**src/rtl/rename_stage.sv**
```systemverilog
// Two-wide register rename stage: speculative/committed RATs, circular free list,
// intra-group bypass, commit-time register return and flush recovery.
module rename_stage #(
    parameter int ARCH_W   = 5,
    parameter int PHYS_W   = 6,
    parameter int FL_DEPTH = 32
) (
    input  logic              clk,
    input  logic              reset,
    input  logic              in_valid_1,
    input  logic              in_valid_2,
    input  logic              rd_write_1,
    input  logic              rd_write_2,
    input  logic [ARCH_W-1:0] rs1_1,
    input  logic [ARCH_W-1:0] rs1_2,
    input  logic [ARCH_W-1:0] rs2_1,
    input  logic [ARCH_W-1:0] rs2_2,
    input  logic [ARCH_W-1:0] rd_1,
    input  logic [ARCH_W-1:0] rd_2,
    output logic              in_ready,
    input  logic              out_ready,
    output logic              out_valid_1,
    output logic              out_valid_2,
    output logic [PHYS_W-1:0] prs1_1,
    output logic [PHYS_W-1:0] prs1_2,
    output logic [PHYS_W-1:0] prs2_1,
    output logic [PHYS_W-1:0] prs2_2,
    output logic [PHYS_W-1:0] prd_1,
    output logic [PHYS_W-1:0] prd_2,
    output logic [PHYS_W-1:0] old_prd_1,
    output logic [PHYS_W-1:0] old_prd_2,
    input  logic              commit_valid_1,
    input  logic              commit_valid_2,
    input  logic              commit_rd_write_1,
    input  logic              commit_rd_write_2,
    input  logic [ARCH_W-1:0] commit_ard_1,
    input  logic [ARCH_W-1:0] commit_ard_2,
    input  logic [PHYS_W-1:0] commit_prd_1,
    input  logic [PHYS_W-1:0] commit_prd_2,
    input  logic [PHYS_W-1:0] commit_old_prd_1,
    input  logic [PHYS_W-1:0] commit_old_prd_2,
    input  logic              flush
);
    localparam int IDX_W    = $clog2(FL_DEPTH);
    localparam int PTR_W    = IDX_W + 1;
    localparam int NUM_ARCH = 2 ** ARCH_W;

    logic [PHYS_W-1:0] spec_rat_r        [NUM_ARCH];
    logic [PHYS_W-1:0] commit_rat_r      [NUM_ARCH];
    logic [PHYS_W-1:0] commit_rat_next_s [NUM_ARCH];
    logic [PHYS_W-1:0] free_list_r       [FL_DEPTH];

    logic [PTR_W-1:0]  spec_head_r;
    logic [PTR_W-1:0]  commit_head_r;
    logic [PTR_W-1:0]  tail_r;

    logic              alloc_1_s;
    logic              alloc_2_s;
    logic [1:0]        alloc_n_s;
    logic [PTR_W-1:0]  free_cnt_s;
    logic              in_ready_s;
    logic              fire_s;

    logic [IDX_W-1:0]  head_idx_s;
    logic [IDX_W-1:0]  next_idx_s;
    logic [PHYS_W-1:0] new_prd_1_s;
    logic [PHYS_W-1:0] new_prd_2_s;
    logic [PHYS_W-1:0] old_prd_1_s;
    logic [PHYS_W-1:0] old_prd_2_s;
    logic [PHYS_W-1:0] src_1_1_s;
    logic [PHYS_W-1:0] src_2_1_s;
    logic [PHYS_W-1:0] src_1_2_s;
    logic [PHYS_W-1:0] src_2_2_s;

    logic              cmt_1_s;
    logic              cmt_2_s;
    logic [1:0]        cmt_n_s;
    logic [IDX_W-1:0]  tail_idx_1_s;
    logic [IDX_W-1:0]  tail_idx_2_s;
    logic [PTR_W-1:0]  commit_head_next_s;

    // x0 is hardwired to p0 regardless of the table contents.
    function automatic logic [PHYS_W-1:0] map_src(input logic [ARCH_W-1:0] areg,
                                                  input logic [PHYS_W-1:0] mapped);
        return (areg == {ARCH_W{1'b0}}) ? {PHYS_W{1'b0}} : mapped;
    endfunction

    function automatic logic [PHYS_W-1:0] bypass(input logic hit,
                                                 input logic [PHYS_W-1:0] fwd,
                                                 input logic [PHYS_W-1:0] base);
        return hit ? fwd : base;
    endfunction

    // Allocation demand, free-list occupancy and the accept handshake.
    always_comb begin
        alloc_1_s  = in_valid_1 & rd_write_1 & (rd_1 != {ARCH_W{1'b0}});
        alloc_2_s  = in_valid_2 & rd_write_2 & (rd_2 != {ARCH_W{1'b0}});
        alloc_n_s  = {1'b0, alloc_1_s} + {1'b0, alloc_2_s};
        free_cnt_s = tail_r - spec_head_r;
        in_ready_s = !flush & (!out_valid_1 | out_ready)
                   & (free_cnt_s >= {{(PTR_W-2){1'b0}}, alloc_n_s});
        fire_s     = in_valid_1 & in_ready_s;
    end

    assign in_ready = in_ready_s;

    // Rename lookups; slot 2 sees slot 1's allocation through the bypass.
    always_comb begin
        head_idx_s  = spec_head_r[IDX_W-1:0];
        next_idx_s  = head_idx_s + {{(IDX_W-1){1'b0}}, 1'b1};
        new_prd_1_s = alloc_1_s ? free_list_r[head_idx_s] : {PHYS_W{1'b0}};
        if (alloc_2_s) begin
            new_prd_2_s = alloc_1_s ? free_list_r[next_idx_s] : free_list_r[head_idx_s];
        end else begin
            new_prd_2_s = {PHYS_W{1'b0}};
        end
        old_prd_1_s = alloc_1_s ? spec_rat_r[rd_1] : {PHYS_W{1'b0}};
        if (alloc_2_s) begin
            old_prd_2_s = bypass(alloc_1_s && (rd_1 == rd_2), new_prd_1_s, spec_rat_r[rd_2]);
        end else begin
            old_prd_2_s = {PHYS_W{1'b0}};
        end
        src_1_1_s = map_src(rs1_1, spec_rat_r[rs1_1]);
        src_2_1_s = map_src(rs2_1, spec_rat_r[rs2_1]);
        src_1_2_s = bypass(alloc_1_s && (rs1_2 == rd_1), new_prd_1_s,
                           map_src(rs1_2, spec_rat_r[rs1_2]));
        src_2_2_s = bypass(alloc_1_s && (rs2_2 == rd_1), new_prd_2_s == new_prd_2_s ? new_prd_1_s : new_prd_1_s,
                           map_src(rs2_2, spec_rat_r[rs2_2]));
    end

    // Retirement: committed-RAT image after this cycle's commits (slot 2 is younger).
    always_comb begin
        cmt_1_s            = commit_valid_1 & commit_rd_write_1 & (commit_ard_1 != {ARCH_W{1'b0}});
        cmt_2_s            = commit_valid_2 & commit_rd_write_2 & (commit_ard_2 != {ARCH_W{1'b0}});
        cmt_n_s            = {1'b0, cmt_1_s} + {1'b0, cmt_2_s};
        tail_idx_1_s       = tail_r[IDX_W-1:0];
        tail_idx_2_s       = tail_idx_1_s + {{(IDX_W-1){1'b0}}, cmt_1_s};
        commit_head_next_s = commit_head_r + {{(PTR_W-2){1'b0}}, cmt_n_s};
        for (int i = 0; i < NUM_ARCH; i++) begin
            if (cmt_2_s && (commit_ard_2 == ARCH_W'(i))) begin
                commit_rat_next_s[i] = commit_prd_2;
            end else if (cmt_1_s && (commit_ard_1 == ARCH_W'(i))) begin
                commit_rat_next_s[i] = commit_prd_1;
            end else begin
                commit_rat_next_s[i] = commit_rat_r[i];
            end
        end
    end

    // Free-list pointers; a flush rewinds the speculative head to the retired point.
    always_ff @(posedge clk or negedge reset) begin
        if (!reset) begin
            spec_head_r   <= {PTR_W{1'b0}};
            commit_head_r <= {PTR_W{1'b0}};
            tail_r        <= PTR_W'(FL_DEPTH);
        end else begin
            commit_head_r <= commit_head_next_s;
            tail_r        <= tail_r + {{(PTR_W-2){1'b0}}, cmt_n_s};
            if (flush) begin
                spec_head_r <= commit_head_next_s;
            end else if (fire_s) begin
                spec_head_r <= spec_head_r + {{(PTR_W-2){1'b0}}, alloc_n_s};
            end
        end
    end

    // Free-list storage: retired old mappings are appended at the tail.
    always_ff @(posedge clk or negedge reset) begin
        if (!reset) begin
            for (int k = 0; k < FL_DEPTH; k++) begin
                free_list_r[k] <= PHYS_W'(FL_DEPTH + k);
            end
        end else begin
            for (int k = 0; k < FL_DEPTH; k++) begin
                if (cmt_2_s && (tail_idx_2_s == IDX_W'(k))) begin
                    free_list_r[k] <= commit_old_prd_2;
                end else if (cmt_1_s && (tail_idx_1_s == IDX_W'(k))) begin
                    free_list_r[k] <= commit_old_prd_1;
                end
            end
        end
    end

    // Committed RAT.
    always_ff @(posedge clk or negedge reset) begin
        if (!reset) begin
            for (int i = 0; i < NUM_ARCH; i++) begin
                commit_rat_r[i] <= PHYS_W'(i);
            end
        end else begin
            for (int i = 0; i < NUM_ARCH; i++) begin
                commit_rat_r[i] <= commit_rat_next_s[i];
            end
        end
    end

    // Speculative RAT: restored from the committed image on flush.
    always_ff @(posedge clk or negedge reset) begin
        if (!reset) begin
            for (int i = 0; i < NUM_ARCH; i++) begin
                spec_rat_r[i] <= PHYS_W'(i);
            end
        end else begin
            for (int i = 0; i < NUM_ARCH; i++) begin
                if (flush) begin
                    spec_rat_r[i] <= commit_rat_next_s[i];
                end else if (fire_s && alloc_2_s && (rd_2 == ARCH_W'(i))) begin
                    spec_rat_r[i] <= new_prd_2_s;
                end else if (fire_s && alloc_1_s && (rd_1 == ARCH_W'(i))) begin
                    spec_rat_r[i] <= new_prd_1_s;
                end
            end
        end
    end

    // Output group register toward dispatch.
    always_ff @(posedge clk or negedge reset) begin
        if (!reset) begin
            out_valid_1 <= 1'b0;
            out_valid_2 <= 1'b0;
            prs1_1      <= {PHYS_W{1'b0}};
            prs2_1      <= {PHYS_W{1'b0}};
            prd_1       <= {PHYS_W{1'b0}};
            old_prd_1   <= {PHYS_W{1'b0}};
            prs1_2      <= {PHYS_W{1'b0}};
            prs2_2      <= {PHYS_W{1'b0}};
            prd_2       <= {PHYS_W{1'b0}};
            old_prd_2   <= {PHYS_W{1'b0}};
        end else if (flush) begin
            out_valid_1 <= 1'b0;
            out_valid_2 <= 1'b0;
        end else if (fire_s) begin
            out_valid_1 <= 1'b1;
            out_valid_2 <= in_valid_2;
            prs1_1      <= src_1_1_s;
            prs2_1      <= src_2_1_s;
            prd_1       <= new_prd_1_s;
            old_prd_1   <= old_prd_1_s;
            prs1_2      <= src_1_2_s;
            prs2_2      <= src_2_2_s;
            prd_2       <= new_prd_2_s;
            old_prd_2   <= old_prd_2_s;
        end else if (out_ready) begin
            out_valid_1 <= 1'b0;
            out_valid_2 <= 1'b0;
        end
    end

endmodule

```
**config.mk**
```make
export PLATFORM = sky130hd
export DESIGN_NAME = rename_stage
export DESIGN_NICKNAME = d
export VERILOG_FILES = /design/src/rtl/rename_stage.sv
export SDC_FILE = /design/constraint.sdc
export NUM_CORES = 2
export LEC_CHECK = 0
export BUFFER_PORTS_ARGS = -buffer_cell sky130_fd_sc_hd__buf_2
export CAP_MARGIN = 20
export CORE_MARGIN = 2
export CORE_UTILIZATION = 40
export DETAILED_ROUTE_END_ITERATION = 7
export PLACE_DENSITY = 0.59
export SYNTH_ARGS = -nofsm -noshare
export SYNTH_HDL_FRONTEND = slang
export SYNTH_SLANG_ARGS = --single-unit
```
**constraint.sdc**
```tcl
create_clock -name clk -period 6.4 [get_ports clk]
set_clock_uncertainty 0.1 [all_clocks]
set_input_delay 1.28 -clock clk [delete_from_list [all_inputs] [get_ports clk]]
set_output_delay 1.28 -clock clk [all_outputs]
set_load 0.1 [all_outputs]
```
==> summary.txt <==
run status: complete, no violations
Hold Fails Final Rpt: 0
commonest non-fill, non-tap cell in the layout: nand2_1
largest net degree at the start of global routing: 133
die area: 114900 sq um
vias in the first global route: 37660
initial core utilization: 40.46%
pwr dens: 431.3 nW/um^2
Worst Setup End Kind: output port
Hold Crit Class: flip-flop to flip-flop
WHS Path Cells: 0
Synth Flop Type: dfrtp_1
CTS max path bufs: 3
max_slew headroom: 19.10%
EDFF count, synth: 0
IO buf count: 126
Post-Route WL: 199.3 mm
Vias: 39580
initial antenna violation count: 7
Mapped Avg Cell Area: 10.24 sq um
GP Congestion: 1.133
worst vdd ir: 0.2815 mV
CTS sink count: 644
final max-slew violation count: 0
Final period util: 94.01%
Clk pin slew, worst setup/hold paths: 0.07 ns
startpoint types: primary input
Tot GR Track Use: 34.18%
Seq/Total Area, Yosys: 36.65%
Num CTS Buffers: 78
Die Ht: 339.0 um
Setup Viol. Count Final: 0
Via density: 6.749
Critical Path RT: 5.02 ns
first-pass GRT wire length: 285.7 mm
hold buffer count at CTS: 0
commonest cells after routing, fill and taps aside: 608 x nand2_1, 578 x mux2i_1, 430 x o21ai_0, 369 x dfrtp_1, 353 x mux4_2
row count: 122
share of cells above drive strength 1: 24.37%
Core ar.: 111000 sq um
total power: 0.02142 W
I/O Pins: 127
Post-CTS Setup Bufs: 0
setup TNS: 0 ns
CP Max Fanout: 10
Overflow after GRT: 0
synth warn: 0
CTS tree: done
Mapped Nets: 4481
max_cap viols: 0
drt first pass iters: 7
RSZ-0062 raised after global routing: no
Util after Layout: 44.75%
worst-skew pair later-pin latency: 0.70 ns
Final Net Count: 4407
Cells after Synth: 4384
DP HPWL: 141.3 mm
DRC viols: 0
number of synthesized register bits: 644
Max Clk Rate: 166.2 MHz
Clk Tree Root Cell: clkbuf_16
Die X: 339.0 um
Worst R2R Path Depth: 10
asr flop ratio synth: 100.0%
Area growth syn-to-layout: 10.60%
Antenna Violating Nets Remaining: 0
H-tree levels: 3
drt initial violations: 5502
number of library cell types mapped by synthesis: 78
Worst-Margin Slew: 1.208 ns
CP Class: primary input to output port
WL/cell: 33.99 um
Leakage: 19.39 nW
post_cts resized: 0
clock period minus final worst setup slack: 6.016 ns
Mapped Area: 44900 sq um
arrival time at the worst endpoint: 4.64 ns
where the power goes:
group / leakage (nW) / switching, W / internal (W)
clock network: 1.34 / 0.00197 / 0.00281
registers: 7.60 / 0.00161 / 0.00564
logic: 10.4 / 0.00595 / 0.00343
cell type report:
cell class,count,area [sq um]
Tap cell,1488,1862
Clock inverter,33,491.7
Antenna cell,2,5.005
Fill cell,10530,61310
Multi-Input combinational cell,3292,26740
Clock buffer,112,2261
Inverter,46,175.2
Sequential cell,644,16460
Timing Repair Buffer,248,1668
through the flow:
stage / hold WS [ns] / std cells / worst slack [ns] / instance area [sq um]
2_1_floorplan: 0.3237 / 4384 / 1.006 / 44900
3_3_place_gp: 0.2609 / 5710 / 0.1846 / 46830
3_5_place_dp: 0.2622 / 5713 / 0.2238 / 46850
4_1_cts: 0.2767 / 5858 / 0.2109 / 49600
5_1_grt: 0.2821 / 5863 / 0.3131 / 49660
6_report: 0.2741 / 5865 / 0.3836 / 49660
worst max-delay path, cell delays in order:
cell and delay (ns):
buf_2 0.19, nor4_4 0.69, a21oi_1 0.28, xnor2_1 0.29, ha_1 0.27, nand2b_1 0.14, a21oi_1 0.13, nand2_1 0.17
or4_4 0.63, nand2_8 0.14, inv_4 0.09, buf_2 0.30
cells by family (layout without fill, tap and decap cells):
family / after synthesis / after routing / synth area share, %
adders and majority gates: 21 / 21 / 0.6521
other: 0 / 2 / 0
buffers and inverters: 448 / 439 / 4.068
DFF: 644 / 644 / 36.65
muxes: 939 / 939 / 30.80
AOI/OAI and AO/OA: 1080 / 1080 / 15.56
and+or+nand+nor: 1215 / 1215 / 11.54
xor gates and xnor gates: 37 / 37 / 0.7217
flip-flops by register name, summed over array words and instances, names as in the netlist:
signal         cells
prd_2              6
old_prd_2          6
prs2_2             6
free_list_r      192
tail_r             6
old_prd_1          6
prd_1              6
commit_head_r      6
spec_head_r        6
prs1_1             6
out_valid_2        1
prs1_2             6
commit_rat_r     192
spec_rat_r       192
prs2_1             6
out_valid_1        1
cells in the mapped netlist (15+ instances only):
| cell type | n | area, sq um |
|---|---|---|
| nor2b_1 | 28 | 175.2 |
| a21oi_1 | 189 | 945.9 |
| and3_1 | 21 | 131.4 |
| clkbuf_1 | 270 | 1013 |
| o211ai_1 | 49 | 367.9 |
| xor2_1 | 15 | 131.4 |
| nor2_1 | 339 | 1272 |
| inv_1 | 42 | 157.7 |
| xnor2_1 | 22 | 192.7 |
| nand2b_1 | 17 | 106.4 |
| mux4_2 | 353 | 7950 |
| o21ai_0 | 430 | 2152 |
| ha_1 | 17 | 212.7 |
| a22oi_1 | 106 | 795.8 |
| a211oi_1 | 27 | 202.7 |
| o31ai_1 | 30 | 225.2 |
| a221o_1 | 82 | 820.8 |
| dfstp_2 | 273 | 7173 |
| buf_1 | 47 | 176.4 |
| nand3_1 | 90 | 450.4 |
| nand2_1 | 608 | 2282 |
| mux2i_1 | 578 | 5786 |
| buf_2 | 75 | 375.4 |
| a221oi_1 | 37 | 324.1 |
| dfrtp_1 | 371 | 9284 |
| nor3_1 | 27 | 135.1 |
worst paths after layout:
path                                        startpoint                      endpoint  slack, ns
min reg2reg                commit_rat_r[189]$_DFF_PN0_   commit_rat_r[189]$_DFF_PN0_       0.27
max reg2reg                 spec_head_r[1]$_DFFE_PN0P_   spec_rat_r[122]$_DFFE_PN0P_       1.08
min in group asynchronous                        reset    commit_rat_r[13]$_DFF_PN0_       0.51
max in group asynchronous                        reset  free_list_r[109]$_DFFE_PN0P_       4.32
max                                            rd_1[4]                      in_ready       0.38
min                        commit_rat_r[189]$_DFF_PN0_   commit_rat_r[189]$_DFF_PN0_       0.27
per-layer routing:
metal,global-route usage [%],vias up,routed length [um]
met2,51.48,2801,87830
met1,41.92,19660,71500
met3,9.618,723,21380
met4,24.95,14,18480
li1,-,16380,-
met5,0.4167,-,149
(Power assumes the default switching activity.)
